File: src/rtl/serial_pkg.sv
// serial_pkg: shared state encoding and framing helpers for the async serial link
package serial_pkg;
  localparam int MAX_BITS = 64;
  typedef enum logic [2:0] {
    S_READY,
    S_START,
    S_DATA,
    S_PARITY,
    S_STOP,
    S_BREAK,
    S_BREAK_HOLD
  } t_tx_state;
  function automatic t_tx_state next_phase(input t_tx_state s, input int start_bits,
                                           input int parity_bits, input int stop_bits);
    case (s)
      S_READY:  return start_bits > 0 ? S_START : S_DATA;
      S_START:  return S_DATA;
      S_DATA:   return parity_bits > 0 ? S_PARITY : stop_bits > 0 ? S_STOP : S_READY;
      S_PARITY: return stop_bits > 0 ? S_STOP : S_READY;
      default:  return S_READY;
    endcase
  endfunction
  function automatic logic calc_parity(input logic [MAX_BITS-1:0] word, input logic even);
    return even ? ^word : ~^word;
  endfunction
endpackage

File: src/rtl/serial_baud_tick.sv
// serial_baud_tick: one-cycle tick every MAIN_CLK_HZ/SERIAL_CLK_HZ cycles, held at zero by in_clear
module serial_baud_tick
  import serial_pkg::*;
#(
  parameter int MAIN_CLK_HZ   = 50_000_000,
  parameter int SERIAL_CLK_HZ = 9_600
) (
  input  logic in_clk,
  input  logic in_rst,
  input  logic in_clear,
  output logic out_tick
);
  localparam int BIT_CYCLES = MAIN_CLK_HZ / SERIAL_CLK_HZ;
  localparam int CW = BIT_CYCLES > 1 ? $clog2(BIT_CYCLES) : 1;
  if (BIT_CYCLES < 2) begin : g_bad_ratio
    $error("serial_baud_tick: MAIN_CLK_HZ / SERIAL_CLK_HZ must be at least 2");
  end
  logic [CW-1:0] cnt_q, cnt_d;
  assign out_tick = cnt_q == CW'(BIT_CYCLES - 1);
  // wrap on the tick, stay at zero while cleared
  always_comb cnt_d = (in_clear || out_tick) ? '0 : cnt_q + 1'b1;
  // counter register
  always_ff @(posedge in_clk or posedge in_rst)
    if (in_rst) cnt_q <= '0;
    else cnt_q <= cnt_d;
endmodule

File: src/rtl/serial_async_tx.sv
// serial_async_tx: UART-style transmitter, start/data/parity/stop framing on a baud-tick enable
// Optional line-break generation is enabled by defining SERIAL_TX_BREAK_EN (adds in_break).
module serial_async_tx
  import serial_pkg::*;
#(
  parameter int   MAIN_CLK_HZ   = 50_000_000,
  parameter int   SERIAL_CLK_HZ = 9_600,
  parameter int   BITS          = 8,
  parameter int   START_BITS    = 1,
  parameter int   PARITY_BITS   = 0,
  parameter int   STOP_BITS     = 1,
  parameter logic LOWBIT_FIRST  = 1'b1,
  parameter logic EVEN_PARITY   = 1'b1,
  parameter logic SERIAL_START  = 1'b0,
  parameter logic SERIAL_STOP   = 1'b1
) (
  input  logic            in_clk,
  input  logic            in_rst,
  input  logic            in_enable,
  input  logic [BITS-1:0] in_parallel,
`ifdef SERIAL_TX_BREAK_EN
  input  logic            in_break,
`endif
  output logic            out_serial,
  output logic            out_ready,
  output logic            out_next_word,
  output logic            out_word_finished
);
  localparam int M1 = BITS > START_BITS ? BITS : START_BITS;
  localparam int M2 = PARITY_BITS > STOP_BITS ? PARITY_BITS : STOP_BITS;
  localparam int MAXC = M1 > M2 ? M1 : M2;
  localparam int CW = MAXC > 1 ? $clog2(MAXC) : 1;
  localparam int IW = BITS > 1 ? $clog2(BITS) : 1;
  t_tx_state state_q, state_d, nxt;
  logic [CW-1:0] bit_q, bit_d;
  logic [BITS-1:0] word_q, word_d;
  logic [IW-1:0] idx;
  logic par_q, par_d, serial_q, serial_d, next_word_q, next_word_d;
  logic tick, clear, in_frame, last_bit, start_frame, adv;
  function automatic int phase_len(input t_tx_state s);
    return s == S_START ? START_BITS : s == S_PARITY ? PARITY_BITS : s == S_STOP ? STOP_BITS : BITS;
  endfunction
  assign clear = state_q inside {S_READY, S_BREAK};
  assign in_frame = state_q inside {S_START, S_DATA, S_PARITY, S_STOP};
  assign last_bit = bit_q == CW'(phase_len(state_q) - 1);
  assign out_serial = serial_q;
  assign out_ready = state_q == S_READY;
  assign out_next_word = next_word_q;
  assign out_word_finished = tick && state_q == S_DATA && last_bit;
  serial_baud_tick #(
    .MAIN_CLK_HZ  (MAIN_CLK_HZ),
    .SERIAL_CLK_HZ(SERIAL_CLK_HZ)
  ) u_baud (
    .in_clk  (in_clk),
    .in_rst  (in_rst),
    .in_clear(clear),
    .out_tick(tick)
  );
  // phase sequencing; the line level is derived from the next state so it changes on the same edge
  always_comb begin
    state_d = state_q;
    bit_d = bit_q;
    word_d = word_q;
    par_d = par_q;
    adv = 1'b0;
    nxt = next_phase(state_q, START_BITS, PARITY_BITS, STOP_BITS);
    start_frame = state_q == S_READY && in_enable;
    if (in_frame && tick) begin
      adv = 1'b1;
      if (!last_bit) bit_d = bit_q + 1'b1;
      else begin
        bit_d = '0;
        state_d = nxt;
        start_frame = nxt == S_READY && in_enable;
      end
    end
`ifdef SERIAL_TX_BREAK_EN
    if (state_q == S_READY && in_break) begin
      start_frame = 1'b0;
      state_d = S_BREAK;
    end
    if (state_q == S_BREAK && !in_break) state_d = S_BREAK_HOLD;
    if (state_q == S_BREAK_HOLD && tick) state_d = S_READY;
`endif
    if (start_frame) begin
      word_d = in_parallel;
      par_d = calc_parity(MAX_BITS'(in_parallel), EVEN_PARITY);
      state_d = next_phase(S_READY, START_BITS, PARITY_BITS, STOP_BITS);
      bit_d = '0;
      adv = 1'b1;
    end
    idx = LOWBIT_FIRST ? IW'(bit_d) : IW'(BITS - 1) - IW'(bit_d);
    serial_d = state_d == S_START ? SERIAL_START :
               state_d == S_DATA ? word_d[idx] :
               state_d == S_PARITY ? par_d :
               state_d == S_BREAK ? ~SERIAL_STOP : SERIAL_STOP;
    next_word_d = adv && state_d == S_DATA && bit_d == CW'(BITS - 1);
  end
  // state, counters, latched word and registered line
  always_ff @(posedge in_clk or posedge in_rst)
    if (in_rst) begin
      state_q <= S_READY;
      bit_q <= '0;
      word_q <= '0;
      par_q <= 1'b0;
      serial_q <= SERIAL_STOP;
      next_word_q <= 1'b0;
    end else begin
      state_q <= state_d;
      bit_q <= bit_d;
      word_q <= word_d;
      par_q <= par_d;
      serial_q <= serial_d;
      next_word_q <= next_word_d;
    end
endmodule

File: config.mk
export PLATFORM = sky130hd
export DESIGN_NAME = serial_async_tx
export DESIGN_NICKNAME = d
export VERILOG_FILES = /design/src/rtl/serial_pkg.sv /design/src/rtl/serial_baud_tick.sv /design/src/rtl/serial_async_tx.sv
export SDC_FILE = /design/constraint.sdc
export NUM_CORES = 1
export LEC_CHECK = 0
export BUFFER_PORTS_ARGS = -buffer_cell sky130_fd_sc_hd__buf_2
export CORE_MARGIN = 2
export CORE_UTILIZATION = 33
export CTS_CLUSTER_SIZE = 28
export DETAILED_ROUTE_END_ITERATION = 8
export GPL_TIMING_DRIVEN = 0
export PLACE_DENSITY = 0.46
export SLEW_MARGIN = 15
export SYNTH_ARGS = -nofsm -noshare
export SYNTH_HDL_FRONTEND = slang
export SYNTH_SLANG_ARGS = --single-unit
File: constraint.sdc
create_clock -name in_clk -period 3 [get_ports in_clk]
set_input_delay 0.15 -clock in_clk [delete_from_list [all_inputs] [get_ports in_clk]]
set_output_delay 0.15 -clock in_clk [all_outputs]
set_load 0.02 [all_outputs]
# After elaboration in Yosys (flattened, before gate mapping)
# Cells that the tools add are included.
[word_totals]
latchBits = 0
ff_bits = 30
ram_bits = 0
word_cells = 60
mem_count = 0
mem_bits_ro = 0
[classes]
mul = 0
bitwise = 0
eq_ne = 12
mux = 23
n_addsub = 3
reduce_logical = 14
magnitude_cmp = 1
div_mod_pow = 0
shifts = 0
[op_table]
columns = ["op", "n"]
rows = [
  ["parity 64 bit", 1],
  ["two-way mux 3 bit", 8],
  ["adder 13 x 1 -> 13 bit (second input constant)", 1],
  ["equality test 13 bit (second input constant)", 1],
  ["two-way mux 13 bit", 1],
  ["equality test 3 x 2 -> 1 bit (second input constant)", 4],
  ["equality test 3 bit (second input constant)", 4],
  ["two-way mux 1 bit", 11],
  ["case mux 3 bit (3 select lines)", 1],
  ["two-way mux 8 bit", 1],
  ["logical AND 1 bit", 7],
  ["equality test 3 x 1 -> 1 bit (second input constant)", 2],
  ["logical NOT 3 bit", 2],
  ["less-than comparator 3 x 4 -> 1 bit (second input constant)", 1],
  ["nonzero test 4 bit", 1],
  ["adder 3 x 1 -> 3 bit (second input constant)", 1],
  ["binary-select mux 1 bit (select 3 bit)", 1],
  ["equality test 3 bit", 1],
  ["subtractor 3 x 1 -> 3 bit (second input constant)", 1],
  ["nonzero test 2 bit", 1],
  ["OR reduction 2 bit", 1],
  ["logical OR 1 bit", 1],
]

# Longest topological paths before layout
# Gate-level depths: netlist of the first run.
[logic_depth]
depth_word = 14
ltp_mapped = 9
mapped_depth_nobuf = 9

# Cells and area by module
# From an unflattened synthesis of the first run, not the netlist that was laid out.
[hier_totals]
hier_cells = 174
hier_area_um2 = 1779.2
[by_module_without_submodules]
columns = ["module", "seq_area_each_um2", "area_per_inst_um2", "n_inst", "cells_each"]
rows = [
  ["serial_async_tx", 426.7, 1123.6, 1, 109],
  ["serial_baud_tick", 325.3, 655.6, 1, 65],
]

# Worst setup path before layout of the first run
# Ideal clock, no wire load.
[synth_path]
path_type = "flip-flop to flip-flop"
startpoint = "register u_baud.cnt_q[9]"
endpoint = "register serial_q, in the netlist out_serial"
t_required_ns = 2.923
stages_incl_launch_ff = 9
slack_ns = 0.411
t_arrival_ns = 2.511
path_cell_list = "dfrtp_1 > or4b_4 > a2111o_1 > nor4b_4 > o21ai_2 > inv_4 > mux2_4 > a211o_1 > a31oi_1"
[synth_via]
word_cells_on_any_way = 19
classes_between = "5 x eq/ne; 13 x mux; 1 x reduce/logical"
[synth_lines]
columns = ["item", "line_no", "text"]
rows = [
  ["from (decl)", "serial_baud_tick.sv:18", "logic [CW-1:0] cnt_q, cnt_d;"],
  ["from (signal assigned)", "serial_baud_tick.sv:25", "else cnt_q <= cnt_d;"],
  ["equality test 13 bit *", "serial_baud_tick.sv:19", "assign out_tick = cnt_q == CW'(BIT_CYCLES - 1);"],
  ["logical AND 1 bit *", "serial_async_tx.sv:68", "if (in_frame && tick) begin"],
  ["two-way mux 3 bit or two-way mux 1 bit (tied branches)", "serial_async_tx.sv:68", ""],
  ["two-way mux 3 bit *", "serial_async_tx.sv:85", "if (start_frame) begin"],
  ["via bit_d[2]", "serial_async_tx.sv:35", "logic [CW-1:0] bit_q, bit_d;"],
  ["binary-select mux 1 bit (select 3 bit) *", "serial_async_tx.sv:94", "state_d == S_DATA ? word_d[idx] :"],
  ["two-way mux 1 bit (not written as such) *", "serial_async_tx.sv:94", ""],
  ["two-way mux 1 bit *", "serial_async_tx.sv:94", ""],
  ["two-way mux 1 bit *", "serial_async_tx.sv:93", "serial_d = state_d == S_START ? SERIAL_START :"],
  ["via serial_d", "serial_async_tx.sv:38", "logic par_q, par_d, serial_q, serial_d, next_word_q, next_word_d;"],
  ["to (signal assigned)", "serial_async_tx.sv:113", "serial_q <= serial_d;"],
  ["to (decl)", "serial_async_tx.sv:38", ""],
]
# The timed path passes the listed nets; every way through them passes the cells marked *. The select of a mux whose other input is x is not followed.

# Worst setup path after layout of the first run
# Same ends and word-level chain as after synthesis.

==> impl_metrics.tcl, run 1 <==
set metrics [dict create \
    nNetsFinal 210 \
    place_ws_ns 0.226 \
    switching_share 0.230 \
    netlist.area_leader.share 0.431 \
    ant_nets 0 \
    multiInputGateArea_um2 881 \
    setup-tns-final_ns 0 \
    yosys.cell_types.count 47 \
    ys_seq_elements 30 \
    crit_arrival_ns 2.98 \
    antenna_found_initial 0 \
    finalSetupViolCount 0 \
    place_area_um2 1840 \
    synth_mux_area_frac 0.0594 \
    clkLatencyLatePin_ns 0.28 \
    route.final.wire_length_um 3440 \
    synth_edf_count 0 \
    grt_first_pass_wirelength_um 5730 \
    hold_ws_ns 0.0981 \
    fin_crit_ns 2.78 \
    firstDrtPassIters 4 \
    syn_nets 188 \
    power_frac_seq 0.539 \
    synthXorXnorAreaFrac 0.104 \
    drv_slew 0 \
    dieHeight_um 75.5 \
    cts.sinks 30 \
    synth_ff_type "dfrtp_1" \
    boundaryPins 15 \
    synth_top_area_cell "dfrtp_1" \
    synth_area_leaders "dfrtp_1 (43%), xnor2_1 (6.2%), nand2_1 (5.6%)" \
    viasPerCell 4.65 \
    syn_inst 175 \
    p_leak_nw 0.896 \
    p_total_uw 755 \
    remaining_drc_errors 0 \
    cts_tree "yes" \
    clockRootBuffer "clkbuf_8" \
    cp_max_fo 5 \
    cts_made_buffers 5 \
    vias 1242 \
    clk_pin_slew_worst_paths_ns 0.07 \
    clkPwrFrac 0.405 \
    htree_num_levels 2 \
    post_cts_resized 0 \
    grt_max_degree 31 \
    fillers 535 \
    worst_pin_slew_ns 0.670 \
    period_share 0.926 \
    fp.coreArea_um2 5010 \
    worst_slack_ns 0.221 \
    regArea_um2 752 \
    timing.fmax_mhz 360 \
    ir_drop_uv 212 \
    wire_per_inst_um 12.9 \
    synth-compound-area-share 0.0928 \
    gp_congestion 0.738 \
    dp_hpwl_um 2580 \
    status "finished clean" \
    drv_cap 0 \
    critical_path_class "register to register" \
    postSynthAreaPerCell_um2 9.63 \
    rows 26 \
    syn_area_um2 1690 \
    synthAdderAreaFrac 0.0148 \
    antennaDiodeCount 0 \
    ys_seq_area_frac 0.446 \
    post-route-util 0.386 \
    p_int_uw 581 \
    start_util 0.336 \
    critPathLaunchType "register" \
    async_flop_share 1.00 \
    critPathRequiredTime_ns 3.20 \
    placed_cells 259 \
    grtUsageTotal 0.136 \
    hold_class "input pin to register" \
    synth_top_family_by_area "simple AND/OR/NAND/NOR gates" \
    die_w_um 75.5 \
    grt.overflow.total 0 \
    cp-end-kind "register" \
    comb_power_share 0.056 \
    final_area_um2 1930 \
    slew_headroom 0.547 \
    synth_common_cells "dfrtp_1 (29), nand2_1 (25), nor2_1 (22)" \
    clk_path_buf_depth 2 \
    post-synth-top-count-cell "dfrtp_1" \
    areaGrowthSynthToFinish_pct 14.6 \
    p_switching_uw 174 \
    portBuffers 14 \
    rsz0062_at_grt "no" \
    layout-drive-gt1-share 0.203 \
    finalNonFillerCells 267 \
    grt_pass1_vias 1322 \
    die_area_um2 5690 \
    fin_skew_ns 0.00679 \
    pwr_density_cell_nw_per_um2 391 \
    hold_violations 0 \
    yosys_warnings 0 \
    synth_simple_gate_area_frac 0.252 \
    drt_iter0_drc 96 \
]
## critical path, cell delays in order, from the launching register on
cell	delay, ns
dfrtp_1	0.42
or4b_4	0.58
a2111o_1	0.52
nor4b_4	0.26
o21ai_2	0.12
inv_4	0.10
mux2_4	0.29
a211o_1	0.28
a31oi_1	0.14
## power by group through the flow
stage | combinational, mW | clock [mW] | sequential [mW]
floorplan | 0.0277 | 0 | 0.414
global placement | 0.0418 | 0 | 0.414
detailed placement | 0.0421 | 0 | 0.414
CTS | 0.0436 | 0.323 | 0.406
global route | 0.0477 | 0.340 | 0.406
finish | 0.0421 | 0.306 | 0.407
## cell type report
type,count,share of cell area
flip-flops and latches,30,0.389
clock inverters,2,0.00518
plain buffers,5,0.0104
inverters,8,0.0168
well taps,70,0.0453
multi-input cells,132,0.456
clock buffers,5,0.0356
repair buffers,15,0.0415
## cell usage in the layout (no fill, tap or decap), types with 5 or more instances in the layout
master	instances
buf_2	15
clkbuf_8	5
dfrtp_1	29
inv_1	6
nand2_1	25
nand3_1	8
nor2_1	22
nor3_1	5
xnor2_1	12
xor2_1	8
## final timing paths
kind,startpoint,end,slack (ns),cells after the start
setup / recovery,u_baud.cnt_q[9],out_serial,0.22,8
hold / removal,in_parallel[6],word_q[6],0.1,3
setup reg to reg,u_baud.cnt_q[9],out_serial,0.22,8
hold reg to reg,word_q[6],word_q[6],0.48,2
max in group asynchronous,in_rst,u_baud.cnt_q[3],2.06,3
min in group asynchronous,in_rst,word_q[5],0.50,3
## logic make-up after synthesis
| kind of cell | Yosys count |
|---|---|
| AO/OA/AOI/OAI | 19 |
| adder cells (fa/ha/maj) | 2 |
| XOR/XNOR | 20 |
| flip-flops | 30 |
| multiplexers | 9 |
| AND/OR/NAND/NOR | 82 |
| buffers and inverters | 13 |
## timing repair
action | CTS | global route
hold buffers | 1 | 0
endpoints found under the hold margin | 29 | 0
setup buffers | 0 | 0
## registers in the layout (all words and copies together), names as in the netlist
| signal | count |
|---|---|
| u_baud.cnt_q | 13 |
| out_next_word | 1 |
| word_q | 8 |
| out_serial | 1 |
| state_q | 3 |
| par_q | 1 |
| bit_q | 3 |
## layer usage
layer,part of all wire,routed length [um],GRT usage,up-vias
met1,0.49,1690,0.167,581
li1,-,-,-,635
met5,0,0,0,-
met2,0.47,1620,0.226,21
met4,0.013,44,0.0546,0
met3,0.026,91,0.0357,5
Power figures use the tool's default switching activity.
==> run 2, diff against run 1 <==
CELL_PAD_IN_SITES_DETAIL_PLACEMENT = 1   (was not set)
CELL_PAD_IN_SITES_GLOBAL_PLACEMENT = 2   (was not set)
PLACE_DENSITY = 0.68   (was 0.46)
==> run 2 against run 1 <==
Wire length is 10% higher. First-iteration DRC count is 48% lower. Register-to-register slack worse by 0.03 ns. Non-clock buffer count stayed put.
==> impl_metrics.tcl, run 2 (synthesized netlist as in run 1, its figures left out) <==
set metrics [dict create \
    gp_congestion 0.745 \
    dp_hpwl_um 2840 \
    rows 26 \
    fp.coreArea_um2 5010 \
    viasPerCell 4.83 \
    hold_violations 0 \
    worst_pin_slew_ns 0.654 \
    layout_common_cells "dfrtp_1 (29), nand2_1 (25), nor2_1 (22)" \
    portBuffers 14 \
    finalSetupViolCount 0 \
    antenna_found_initial 0 \
    cts_made_buffers 5 \
    reg_top3 "u_baud.cnt_q (13), word_q (8)" \
    route.final.wire_length_um 3800 \
    cp-end-kind "output port" \
    rsz0062_at_grt "no" \
    clk_pin_slew_worst_paths_ns 0.07 \
    grt_pass1_vias 1301 \
    hold_class "input pin to register" \
    setup-tns-final_ns 0 \
    whs_endpoint "word_q[0]" \
    boundaryPins 15 \
    regMostFlops "u_baud.cnt_q" \
    period_share 0.940 \
    p_total_uw 837 \
    grt_max_degree 31 \
    ant_nets 0 \
    multiInputGateArea_um2 881 \
    antennaDiodeCount 0 \
    cts_tree "yes" \
    p_leak_nw 0.910 \
    ctsHoldBuffers 1 \
    worstHoldStart "in_parallel[0]" \
    htree_num_levels 2 \
    critPathLaunchType "register" \
    pwr_density_cell_nw_per_um2 426 \
    largest_register_ffs 13 \
    post_cts_buffers 0 \
    grt.overflow.total 0 \
    r2r_slack_ns 0.19 \
    remaining_drc_errors 0 \
    wire_per_inst_um 14.2 \
    nNetsFinal 210 \
    drv_slew 0 \
    fin_skew_ns 0.00466 \
    status "finished clean" \
    critical_path_class "register to output port" \
    cp_max_fo 6 \
    fin_crit_ns 2.82 \
    post_cts_resized 0 \
    layout-drive-gt1-share 0.207 \
    drv_cap 0 \
    vias 1295 \
    die_area_um2 5690 \
    dieHeight_um 75.5 \
    ir_drop_uv 229 \
    layout_commonest_cell "dfrtp_1" \
    cts.sinks 30 \
    clkLatencyLatePin_ns 0.28 \
    min_path_cells 3 \
    die_w_um 75.5 \
    slew_headroom 0.558 \
    regArea_um2 752 \
    critPathRequiredTime_ns 2.85 \
    clockRootBuffer "clkbuf_8" \
    fillers 603 \
    worst_slack_ns 0.180 \
    crit-reg2reg-launch "u_baud.cnt_q[8]" \
    place_ws_ns 0.182 \
    clk_path_buf_depth 2 \
    r2r_cells 6 \
    grt_first_pass_wirelength_um 6350 \
    timing.fmax_mhz 355 \
    crit_arrival_ns 2.67 \
    startpoint "u_baud.cnt_q[8]" \
    firstDrtPassIters 4 \
    start_util 0.336 \
    drt_iter0_drc 50 \
    timing.rr.end "word_q[3]" \
    grtUsageTotal 0.153 \
    areaGrowthSynthToFinish_pct 16.5 \
]
==> run 2: how the worst max path moves through the flow <==
stage / end / cells after the start
floorplan: out_serial / 8
global placement: word_q[3] / 6
detailed placement: word_q[3] / 6
CTS: out_word_finished / 7
global route: out_word_finished / 7
finish: out_word_finished / 7
==> run 2: area by class of cell <==
class,instances,area share
Clock buffer,8,0.0561
Inverter,8,0.0166
Timing Repair Buffer,15,0.0408
Buffer,5,0.0102
Sequential cell,30,0.383
Tap cell,70,0.0446
Multi-Input combinational cell,132,0.449
==> run 2: power breakdown <==
group | switching [mW] | internal, mW
Combinational | 0.0235 | 0.0202
Sequential | 0.00133 | 0.405
Clock | 0.155 | 0.232
Total | 0.180 | 0.657
==> run 2: stage by stage <==
stage / instances / utilization / instance area [um^2] / hold WS [ns]
4_1_cts: 268 / 0.392 / 1960 / 0.0841
3_3_place_gp: 259 / 0.368 / 1840 / 0.374
2_1_floorplan: 175 / - / 1690 / 0.240
3_5_place_dp: 259 / 0.368 / 1840 / 0.294
6_report: 268 / 0.392 / 1960 / 0.0962
5_1_grt: 268 / 0.392 / 1960 / 0.105
==> run 2: worst max-delay path, cell delays in order, from the launching register on <==
cell,delay [ns]
dfrtp_1,0.44
or4b_4,0.57
or3_2,0.50
o21bai_1,0.28
inv_1,0.16
nand2_1,0.08
nor3_1,0.15
buf_2,0.19
==> run 2: layer usage <==
layer  wire, um  vias to the layer above  GRT usage
met5          0                        -          0
met4         59                        0     0.0585
met3        103                        6     0.0397
met2       1790                       14      0.236
met1       1850                      633      0.207
li1           -                      642          -
==> run 3, diff against run 2 <==
RECOVER_POWER = 25   (was not set)
SETUP_SLACK_MARGIN = 0.02   (was not set)
==> run 3 against run 2 <==
Via count is the same. Sequential share of layout area is essentially flat. Flip-flop and latch count is the same. Critical path depth is the same. Fmax is the same. Clock power is essentially flat. Final area is essentially flat. Register-to-register slack is essentially flat. Count of clock-buffer cells in the layout is the same. Die area is the same. Critical path type unchanged. Largest cell class unchanged.
==> impl_metrics.tcl, run 3 (synthesized netlist as in run 1, its figures left out) <==
set metrics [dict create \
    status "finished clean" \
    ir_drop_uv 229 \
    finalSetupViolCount 0 \
    critical_path_class "register to output port" \
    fillers 604 \
    layout_common_cells "dfrtp_1 (29), nand2_1 (25), nor2_1 (22)" \
    worstPathCellList "or4b_4, or3_2, o21bai_1, inv_1, nand2_1, nor3_1, buf_2" \
    worstHoldStart "in_parallel[0]" \
    antennaDiodeCount 0 \
    rows 26 \
    wire_per_inst_um 14.2 \
    p_total_uw 836 \
    dieHeight_um 75.5 \
    post_cts_buffers 0 \
    setup-tns-final_ns 0 \
    viasPerCell 4.83 \
    htree_num_levels 2 \
    cts_tree "yes" \
    die_w_um 75.5 \
    hold_violations 0 \
    pwr_density_cell_nw_per_um2 426 \
    cts_made_buffers 5 \
    critPathLaunchType "register" \
    place_ws_ns 0.182 \
    firstDrtPassIters 4 \
    ctsHoldBuffers 1 \
    fp.coreArea_um2 5010 \
    layout-drive-gt1-share 0.197 \
    die_area_um2 5690 \
    regArea_um2 752 \
    post_cts_resized 0 \
    clk_pin_slew_worst_paths_ns 0.07 \
    critPathRequiredTime_ns 2.85 \
    drv_cap 0 \
    hold_ws_ns 0.0962 \
    clockRootBuffer "clkbuf_8" \
    grt_max_degree 31 \
    drt_iter0_drc 50 \
    reg_top3 "u_baud.cnt_q (13), word_q (8)" \
    grt.overflow.total 0 \
    remaining_drc_errors 0 \
    start_util 0.336 \
    timing.rr.end "word_q[3]" \
    r2r_cells 6 \
    grt_pass1_vias 1301 \
    cts.sinks 30 \
    p_leak_nw 0.906 \
    grt_first_pass_wirelength_um 6350 \
    slowest_delay_ns 0.57 \
    period_share 0.940 \
    clkLatencyLatePin_ns 0.28 \
    areaGrowthSynthToFinish_pct 16.4 \
    largest_register_ffs 13 \
    rsz0062_at_grt "no" \
    gp_congestion 0.745 \
    nNetsFinal 210 \
    r2r_slack_ns 0.19 \
    ant_nets 0 \
    timing.fmax_mhz 355 \
    drv_slew 0 \
    regMostFlops "u_baud.cnt_q" \
    vias 1295 \
    antenna_found_initial 0 \
    post-route-util 0.392 \
    boundaryPins 15 \
    fin_skew_ns 0.00483 \
    layout_commonest_cell "dfrtp_1" \
    cp-end-kind "output port" \
    crit-reg2reg-launch "u_baud.cnt_q[8]" \
    worst_slack_ns 0.180 \
    crit_arrival_ns 2.67 \
    dp_hpwl_um 2840 \
    min_path_cells 3 \
    fin_crit_ns 2.82 \
    worst_pin_slew_ns 1.18 \
    slew_headroom 0.213 \
    whs_endpoint "word_q[0]" \
    clk_path_buf_depth 2 \
    startpoint "u_baud.cnt_q[8]" \
    critPathSlowestCell "or4b_4" \
    multiInputGateArea_um2 881 \
    portBuffers 14 \
    hold_class "input pin to register" \
    cp_max_fo 6 \
    route.final.wire_length_um 3800 \
    grtUsageTotal 0.153 \
]
==> run 3: cell types whose count changed in the layout (fill, tap and decap cells not counted), sizes merged <==
cell / delta
buf: -1
clkbuf: +1
==> run 3: worst max path at each step <==
stage | end | slack, ns | cells after the start
2_1_floorplan | out_serial | 0.41 | 8
3_3_place_gp | word_q[3] | 0.23 | 6
3_5_place_dp | word_q[3] | 0.18 | 6
4_1_cts | out_word_finished | 0.17 | 7
5_1_grt | out_word_finished | 0.04 | 7
6_report | out_word_finished | 0.18 | 7
==> run 3: area by class of cell <==
| class | count | area share |
|---|---|---|
| clock buffers | 8 | 0.0561 |
| well taps | 70 | 0.0446 |
| multi-input cells | 132 | 0.449 |
| repair buffers | 15 | 0.0402 |
| flip-flops and latches | 30 | 0.383 |
| plain buffers | 5 | 0.0102 |
| inverters | 8 | 0.0166 |
==> run 3: power breakdown <==
| part | total, mW | internal, mW | switching, mW |
|---|---|---|---|
| clock | 0.386 | 0.232 | 0.155 |
| combinational | 0.0435 | 0.0201 | 0.0234 |
| sequential | 0.407 | 0.405 | 0.00133 |
| total | 0.836 | 0.657 | 0.179 |
==> run 3: critical path, delay by kind of cell (launching register included) <==
family / cells / cell delay, ns
and+or+nand+nor: 4 / 1.30
DFF: 1 / 0.44
buffers and inverters: 2 / 0.35
AOI/OAI and AO/OA: 1 / 0.28
==> run 3: routing by layer <==
| layer | vias up | global-route usage | part of all wire |
|---|---|---|---|
| met4 | 0 | 0.0585 | 0.016 |
| met1 | 633 | 0.207 | 0.49 |
| met5 | - | 0 | 0 |
| li1 | 642 | - | - |
| met2 | 14 | 0.236 | 0.47 |
| met3 | 6 | 0.0397 | 0.027 |
==> run 3: per-stage QoR <==
step,area (um^2),cells
after floorplan,1690,175
after global placement,1840,259
after detailed placement,1840,259
after CTS,1960,268
after global routing,1960,268
final,1960,268
